===== config.mk =====
export PLATFORM = sky130hd
export DESIGN_NAME = bram_fifo_ctrl
export DESIGN_NICKNAME = d
export VERILOG_FILES = /design/src/rtl/bram_fifo_ctrl.sv
export SDC_FILE = /design/constraint.sdc
export NUM_CORES = 1
export LEC_CHECK = 0
export CORE_ASPECT_RATIO = 1.5
export CORE_UTILIZATION = 49
export CTS_CLUSTER_DIAMETER = 40
export DETAILED_ROUTE_END_ITERATION = 6
export GPL_TIMING_DRIVEN = 0
export PLACE_DENSITY = 0.86
export SLEW_MARGIN = 5
export SYNTH_ARGS = -nofsm -noshare
export SYNTH_HDL_FRONTEND = slang
export SYNTH_SLANG_ARGS = --single-unit

===== constraint.sdc =====
create_clock -name clk -period 9.03 [get_ports clk]
set_clock_uncertainty 0.2 [all_clocks]
set_input_delay 1.806 -clock clk [delete_from_list [all_inputs] [get_ports clk]]
set_output_delay 1.806 -clock clk [all_outputs]
set_load 0.05 [all_outputs]

===== src/rtl/bram_fifo_ctrl.sv =====
// First-word-fall-through FIFO controller for an external simple-dual-port RAM
// with one cycle of read latency. Writes go to RAM port A and reads come from
// port B. A two-entry output queue hides the RAM read latency, so the head of
// the queue is presented combinationally on out_data.
//
// Handshake: both sides use valid/ready. A transfer happens on a rising edge
// where valid and ready are both high. in_ready never looks at out_ready.
// out_valid depends only on registered state. Neither side may retract
// valid before the transfer completes.
module bram_fifo_ctrl #(
    parameter int DATA_WIDTH = 32,
    parameter int DEPTH      = 128,
    localparam int AW        = $clog2(DEPTH),
    localparam int CW        = AW + 1
) (
    input  logic                  clk,
    input  logic                  rst,
    input  logic                  flush,
    input  logic                  in_valid,
    output logic                  in_ready,
    input  logic [DATA_WIDTH-1:0] in_data,
    output logic                  out_valid,
    input  logic                  out_ready,
    output logic [DATA_WIDTH-1:0] out_data,
    output logic [CW-1:0]         count,
    output logic                  ram_ena,
    output logic                  ram_wea,
    output logic [AW-1:0]         ram_addra,
    output logic [DATA_WIDTH-1:0] ram_dina,
    output logic                  ram_enb,
    output logic [AW-1:0]         ram_addrb,
    input  logic [DATA_WIDTH-1:0] ram_doutb
);

    logic [AW-1:0]         wptr;
    logic [AW-1:0]         rptr;
    logic [CW-1:0]         ram_cnt;
    logic                  inflight;
    logic [1:0]            oq_cnt;
    logic [DATA_WIDTH-1:0] oq0;
    logic [DATA_WIDTH-1:0] oq1;
    logic [DATA_WIDTH-1:0] oq0_nxt;
    logic [DATA_WIDTH-1:0] oq1_nxt;
    logic [1:0]            oq_after_pop;
    logic                  push;
    logic                  pop;
    logic                  rd_issue;

    // Occupancy counts RAM entries, the read in flight and the staged entries
    assign count = ram_cnt
                 + {{(CW-1){1'b0}}, inflight}
                 + {{(CW-2){1'b0}}, oq_cnt};

    assign in_ready  = (count < CW'(DEPTH)) && !rst && !flush;
    assign push      = in_valid && in_ready;
    assign out_valid = (oq_cnt != 2'd0);
    assign out_data  = oq0;
    assign pop       = out_valid && out_ready && !flush;

    // A read is issued only when the staging queue is certain to have room
    // for its data the following cycle, counting the slot freed by this pop.
    assign oq_after_pop = oq_cnt - {1'b0, pop};
    assign rd_issue     = (ram_cnt != '0)
                        && ((oq_after_pop + {1'b0, inflight}) < 2'd2)
                        && !flush && !rst;

    assign ram_ena   = push;
    assign ram_wea   = push;
    assign ram_addra = wptr;
    assign ram_dina  = in_data;
    assign ram_enb   = rd_issue;
    assign ram_addrb = rptr;

    // Pointers, RAM occupancy and the read-in-flight flag
    always_ff @(posedge clk or posedge rst) begin
        if (rst) begin
            wptr     <= '0;
            rptr     <= '0;
            ram_cnt  <= '0;
            inflight <= 1'b0;
        end else if (flush) begin
            wptr     <= '0;
            rptr     <= '0;
            ram_cnt  <= '0;
            inflight <= 1'b0;
        end else begin
            if (push) begin
                wptr <= wptr + AW'(1);
            end
            if (rd_issue) begin
                rptr <= rptr + AW'(1);
            end
            inflight <= rd_issue;
            case ({push, rd_issue})
                2'b10:   ram_cnt <= ram_cnt + CW'(1);
                2'b01:   ram_cnt <= ram_cnt - CW'(1);
                default: ram_cnt <= ram_cnt;
            endcase
        end
    end

    // Next staging contents: shift out on pop, then append returning RAM data
    always_comb begin
        oq0_nxt = oq0;
        oq1_nxt = oq1;
        if (pop) begin
            oq0_nxt = oq1;
        end
        if (inflight) begin
            if (oq_after_pop == 2'd0) begin
                oq0_nxt = ram_doutb;
            end else begin
                oq1_nxt = ram_doutb;
            end
        end
    end

    // Output staging registers; flush drops any RAM data still in flight
    always_ff @(posedge clk or posedge rst) begin
        if (rst) begin
            oq_cnt <= 2'd0;
            oq0    <= '0;
            oq1    <= '0;
        end else if (flush) begin
            oq_cnt <= 2'd0;
        end else begin
            oq_cnt <= oq_after_pop + {1'b0, inflight};
            oq0    <= oq0_nxt;
            oq1    <= oq1_nxt;
        end
    end

endmodule

; ---- Word-level counts from Yosys, hierarchy flattened
; Index checks and enable logic that the tools add are counted.
; Widths: inputs -> output; s select.
[word_totals]
regBits = 89
out_inout_bits = 91
word_cells = 49
inputBits = 69
[op_classes]
add_sub_neg = 8
eq_ne = 2
muxes = 11
order_cmp = 2
bitwise_logic = 2
reduce_logical = 17
[ops]
columns = cell, n
row1 = $mux 32, 3
row2 = $mux 7, 4
row3 = $pmux 8 s2, 1
row4 = $add 7x1->7 const B, 2
row5 = $add 8x1->8, 1
row6 = $add 8x1->8 const B, 1
row7 = $add 8x2->8, 1
row8 = $logic_and 1x1->1, 8
row9 = $lt 8x8->1 const B, 1
row10 = $mux 8, 1
row11 = $reduce_bool 8->1, 1
row12 = $sub 8x1->8 const B, 1
row13 = $reduce_bool 2->1, 3
row14 = $reduce_and 3->1, 1
row15 = $reduce_bool 3->1, 1
row16 = $add 2x1->2, 1
row17 = $eq 2x1->1 const B, 1
row18 = $eq 2x2->1 const B, 1
row19 = $logic_not 1->1, 2
row20 = $logic_not 2->1, 1
row21 = $lt 2x2->1 const B, 1
row22 = $mux 2, 1
row23 = $not 1->1, 2
row24 = $sub 2x1->2, 1
row25 = $mux 1, 1

; ---- Logic depth before layout (Yosys ltp)
[depth]
depth_word = 12
mapped_depth = 18
depth_no_buf = 15

; ---- Worst setup path after synthesis
; No wires, ideal clock.
[synth_path]
path_type = input -> output
startpoint = input port flush
endpoint = output port ram_enb
path_slack_ps = 3282
n_path_buf = 4
path_stages = 10
arrival_time_ps = 3742
t_required_ps = 7024
path_cell_list = clkbuf_1 > and3b_1 > clkbuf_1 > clkbuf_1 > ha_1 > inv_1 > ha_1 > xor2_1 > and3_4 > buf_6
[synth_between]
elab_chain_cells = 8
[synth_rtl]
columns = element, line
row1 = from (decl), 18  ; input logic flush,
row2 = $logic_not 1->1 (*), "58, 65"
row3 = $logic_and 1x1->1, 58  ; assign pop = out_valid && out_ready && !flush;
row4 = $sub 2x1->2, 62  ; assign oq_after_pop = oq_cnt - {1'b0, pop};
row5 = $add 2x1->2, 64  ; && ((oq_after_pop + {1'b0, inflight}) < 2'd2)
row6 = $lt 2x2->1, 64
row7 = $logic_and 1x1->1, 64
row8 = $logic_and 1x1->1 (*) (2 in series), 65  ; && !flush && !rst;
row9 = to (decl), 30  ; output logic ram_enb,
; Every way passes the cells marked *; elsewhere a longest branch is shown, timed or not.

; ---- Final worst setup path
[layout_path]
startpoint = input port out_ready
endpoint = output port ram_enb
[layout_between]
elab_chain_cells = 8
[layout_rtl]
columns = element, line
row1 = from (decl), 23  ; input logic out_ready,
row2 = $logic_and 1x1->1 (2 in series), 58
row3 = $sub 2x1->2, 62
row4 = $add 2x1->2, 64
row5 = $lt 2x2->1, 64
row6 = $logic_and 1x1->1, 64
row7 = $logic_and 1x1->1 (2 in series), 65
; Every way passes these cells.

==> results.md <==
- Sequential area share after synthesis: 48.04%
- Worst Tran Pin Value: 0.5782 ns
- Root buffer cell: clkbuf_16
- IO Port Bufs: 126
- RR Startpoint: oq_cnt[1]
- Gr busiest metal: met2
- R2R cell count: 18
- Post-route cell area: 0.006319 mm²
- P&R area growth vs syn: 36.30%
- Ports: 160
- Pleak: 0.002819 µW
- Largest net degree at the start of global routing: 52
- R2R Setup Slk: 4.15 ns
- Nets: 644
- Reg clk slew, reported paths: 0.06 ns
- Setup crit start kind: input pin
- Hold EP: ram_addrb[6]
- Rel. slew slack: 61.34%
- DRC violations left: 2
- Ys flop type: dfrtp_1
- Crit-path max FO: 10
- Hold depth: 1
- Num CTS Buffers: 9
- Post-CTS setup buffer count: 0
- Fmax: 139.7 MHz
- Synth cell types: 48
- First-pass GRT wire length: 17440 µm
- Final HPWL DP: 8104 µm
- Top cell type's share of synthesized area: 48.04%
- Warning count from the yosys run: 0
- Highest-count cells in the layout ignoring fill and taps: clkdlybuf4s50_1, dfrtp_1, nand2_1, nor2_1
- Synth area leaders: dfrtp_1, mux2_2, o221a_2
- Worst Path Class, Setup: in -> out
- GR Util All Layers: 23.30%
- Via density per instance: 5.479
- Post-DP Area: 0.006067 mm²
- Pins over their slew limit: 0
- Endpoint class of the critical path: output port
- Max Cap Viol: 0
- Inserted Diodes: 0
- Data required, critical path: 7.02 ns
- Row count: 43
- GR Util met3: 5.564%
- Mean Syn Cell Area: 10.96 µm²
- Iteration-0 DRC Markers: 171
- Most common cell after layout, fill and taps aside: clkdlybuf4s50_1
- Maximum VDD drop: 0.0003044 V
- Die area: 0.009861 mm²
- Vias in the first global route: 3782
- Failing checks: DRC
- Hold Path Class: reg -> reg
- RSZ-0062 raised after global routing: false
- WL/cell: 16.27 µm
- CP Cell Sequence: clkdlybuf4s50_1 > and3b_1 > clkbuf_1 > clkbuf_1 > ha_1 > inv_1 > ha_1 > xor2_1 > and3_4 > buf_6 > clkdlybuf4s50_1
- Clock buffer depth: 2
- Mapped Cells: 423
- Post-route setup TNS: 0 ns
- Mapped Nets: 506
- Critical path's slowest cell: clkdlybuf4s50_1
- Drt first pass iters: 6
- Post-Place Cells: 662
- Core region area: 0.009200 mm²
- Vias after detailed routing: 3698
- Asr flop ratio synth: 100.0%
- Critical R2R Capture: ram_cnt[7]
- PostCTS Resize Cnt: 0
- Final hold viol count: 0
- Final Cycle Share: 79.29%
- Final Wtd Congestion: 0.8827
- FILL cells: 693
- #FFs+latches synth: 89
- CTS tree: built
- Worst path arrival time: 5.15 ns
- Final ANT Viol Nets: 0
- Status: finished with violations
- Post-synth EDFFs: 0
- Share of cells above drive strength 1: 22.91%
- Min-delay src: ram_addrb[6]
- Final WL: 10980 µm
- Final Setup Violations: 0
- Die Ht: 121.1 µm
- Met2 usage: 41.67%
- Tmin final: 7.160 ns
- # hold bufs at CTS: 0
- GR Util met1: 25.97%
- Cell taking the most area after synthesis: dfrtp_1
- Initial core utilization: 50.39%
- H-tree depth: 3
- Die width: 81.42 µm
- Power per cell area: 353.0 mW/mm²
- Post-route insts no fill: 675
- Grt total ovfl: 0
- Mapped Area: 0.004636 mm²
- Clk Latency, worst-skew pair: 0.34 ns
- Worst path max stage delay: 0.81 ns
- Initial antenna violation count: 0
- CTS sink cnt: 89
-- worst max-delay path by stage --
| stage | end | cells after the start | slack (ns) | startpoint |
|---|---|---|---|---|
| after floorplan | ram_enb | 10 | 3.28 | flush |
| after global placement | ram_enb | 11 | 1.95 | out_ready |
| after detailed placement | ram_enb | 11 | 1.88 | out_ready |
| after CTS | ram_enb | 11 | 1.85 | out_ready |
| after global routing | ram_enb | 11 | 1.69 | out_ready |
| final | ram_enb | 11 | 1.87 | out_ready |
-- state kept, by name, indices dropped and copies added, names as in the netlist --
name       cells
ram_cnt        8
ram_addrb      7
oq_cnt         2
out_data      32
inflight       1
ram_addra      7
oq1           32
-- cell families (layout without fill, tap and decap cells) --
group | Yosys count | in the layout | share of synthesized area [%]
AO/OA/AOI/OAI | 62 | 62 | 12.69
XOR/XNOR | 21 | 21 | 4.129
adder cells (fa/ha/maj) | 14 | 14 | 4.265
buffers and inverters | 67 | 207 | 8.610
flip-flops | 89 | 89 | 48.04
multiplexers | 37 | 37 | 8.907
AND/OR/NAND/NOR | 133 | 133 | 13.36
-- per-stage QoR --
step	worst slack [ns]	total power [µW]	hold slack [ns]	utilization (%)
after floorplan	3.282	1540	0.2592	-
after global placement	1.946	1862	0.2682	65.62
after detailed placement	1.878	1904	0.2780	65.95
after CTS	1.846	2244	0.2866	68.68
after global routing	1.688	2351	0.3015	68.68
final	1.870	2231	0.2841	68.68
-- worst max-delay path, delay by kind of cell --
family                   cells  cell delay [ns]
buffers and inverters        6             2.21
adder cells (fa/ha/maj)      2             0.47
AND/OR/NAND/NOR              2             0.43
XOR/XNOR                     1             0.24
-- power breakdown --
group          switching [µW]  internal, µW
Clock                     142           189
Sequential                121           565
Combinational             714           500
Total                     977          1250
-- area by class of cell --
class	instances	area [µm²]	area share, %
Clock inverter	1	5.005	0.07921
Sequential cell	89	2227	35.25
Tap cell	112	140.1	2.218
Buffer	55	354.1	5.604
Timing Repair Buffer	127	1289	20.40
Multi-Input combinational cell	267	2009	31.80
Inverter	12	47.55	0.7525
Clock buffer	12	246.5	3.901
-- cell usage after synthesis (2+ instances only) --
cell       count
and2_1         2
inv_1         12
nor3b_1        2
nor2b_1        2
nor3_1         2
or2_2          2
buf_2          7
clkbuf_1      10
nor4_1         2
nand3_1        3
o221a_2       32
fa_1           3
dfrtp_1       89
mux2i_1        3
mux2_2        33
a21oi_1        5
o2111ai_4      2
nand2_1       47
buf_1          3
a21o_1         4
nor2_1        45
nand2b_1       9
buf_4         33
ha_1          11
o21ai_0        7
buf_6          2
and3_1         3
o21ai_1        4
nand4_1        6
xor2_1        10
o21bai_1       2
xnor2_1       10
-- metal layers --
metal | up-vias | share of wire, % | wire [µm]
met5 | - | 0 | 0
li1 | 1709 | - | -
met1 | 1842 | 38 | 4197
met4 | 0 | 1.9 | 207
met3 | 16 | 6.6 | 722
met2 | 131 | 53 | 5856
Note: power is estimated with default switching activity, not from simulation.
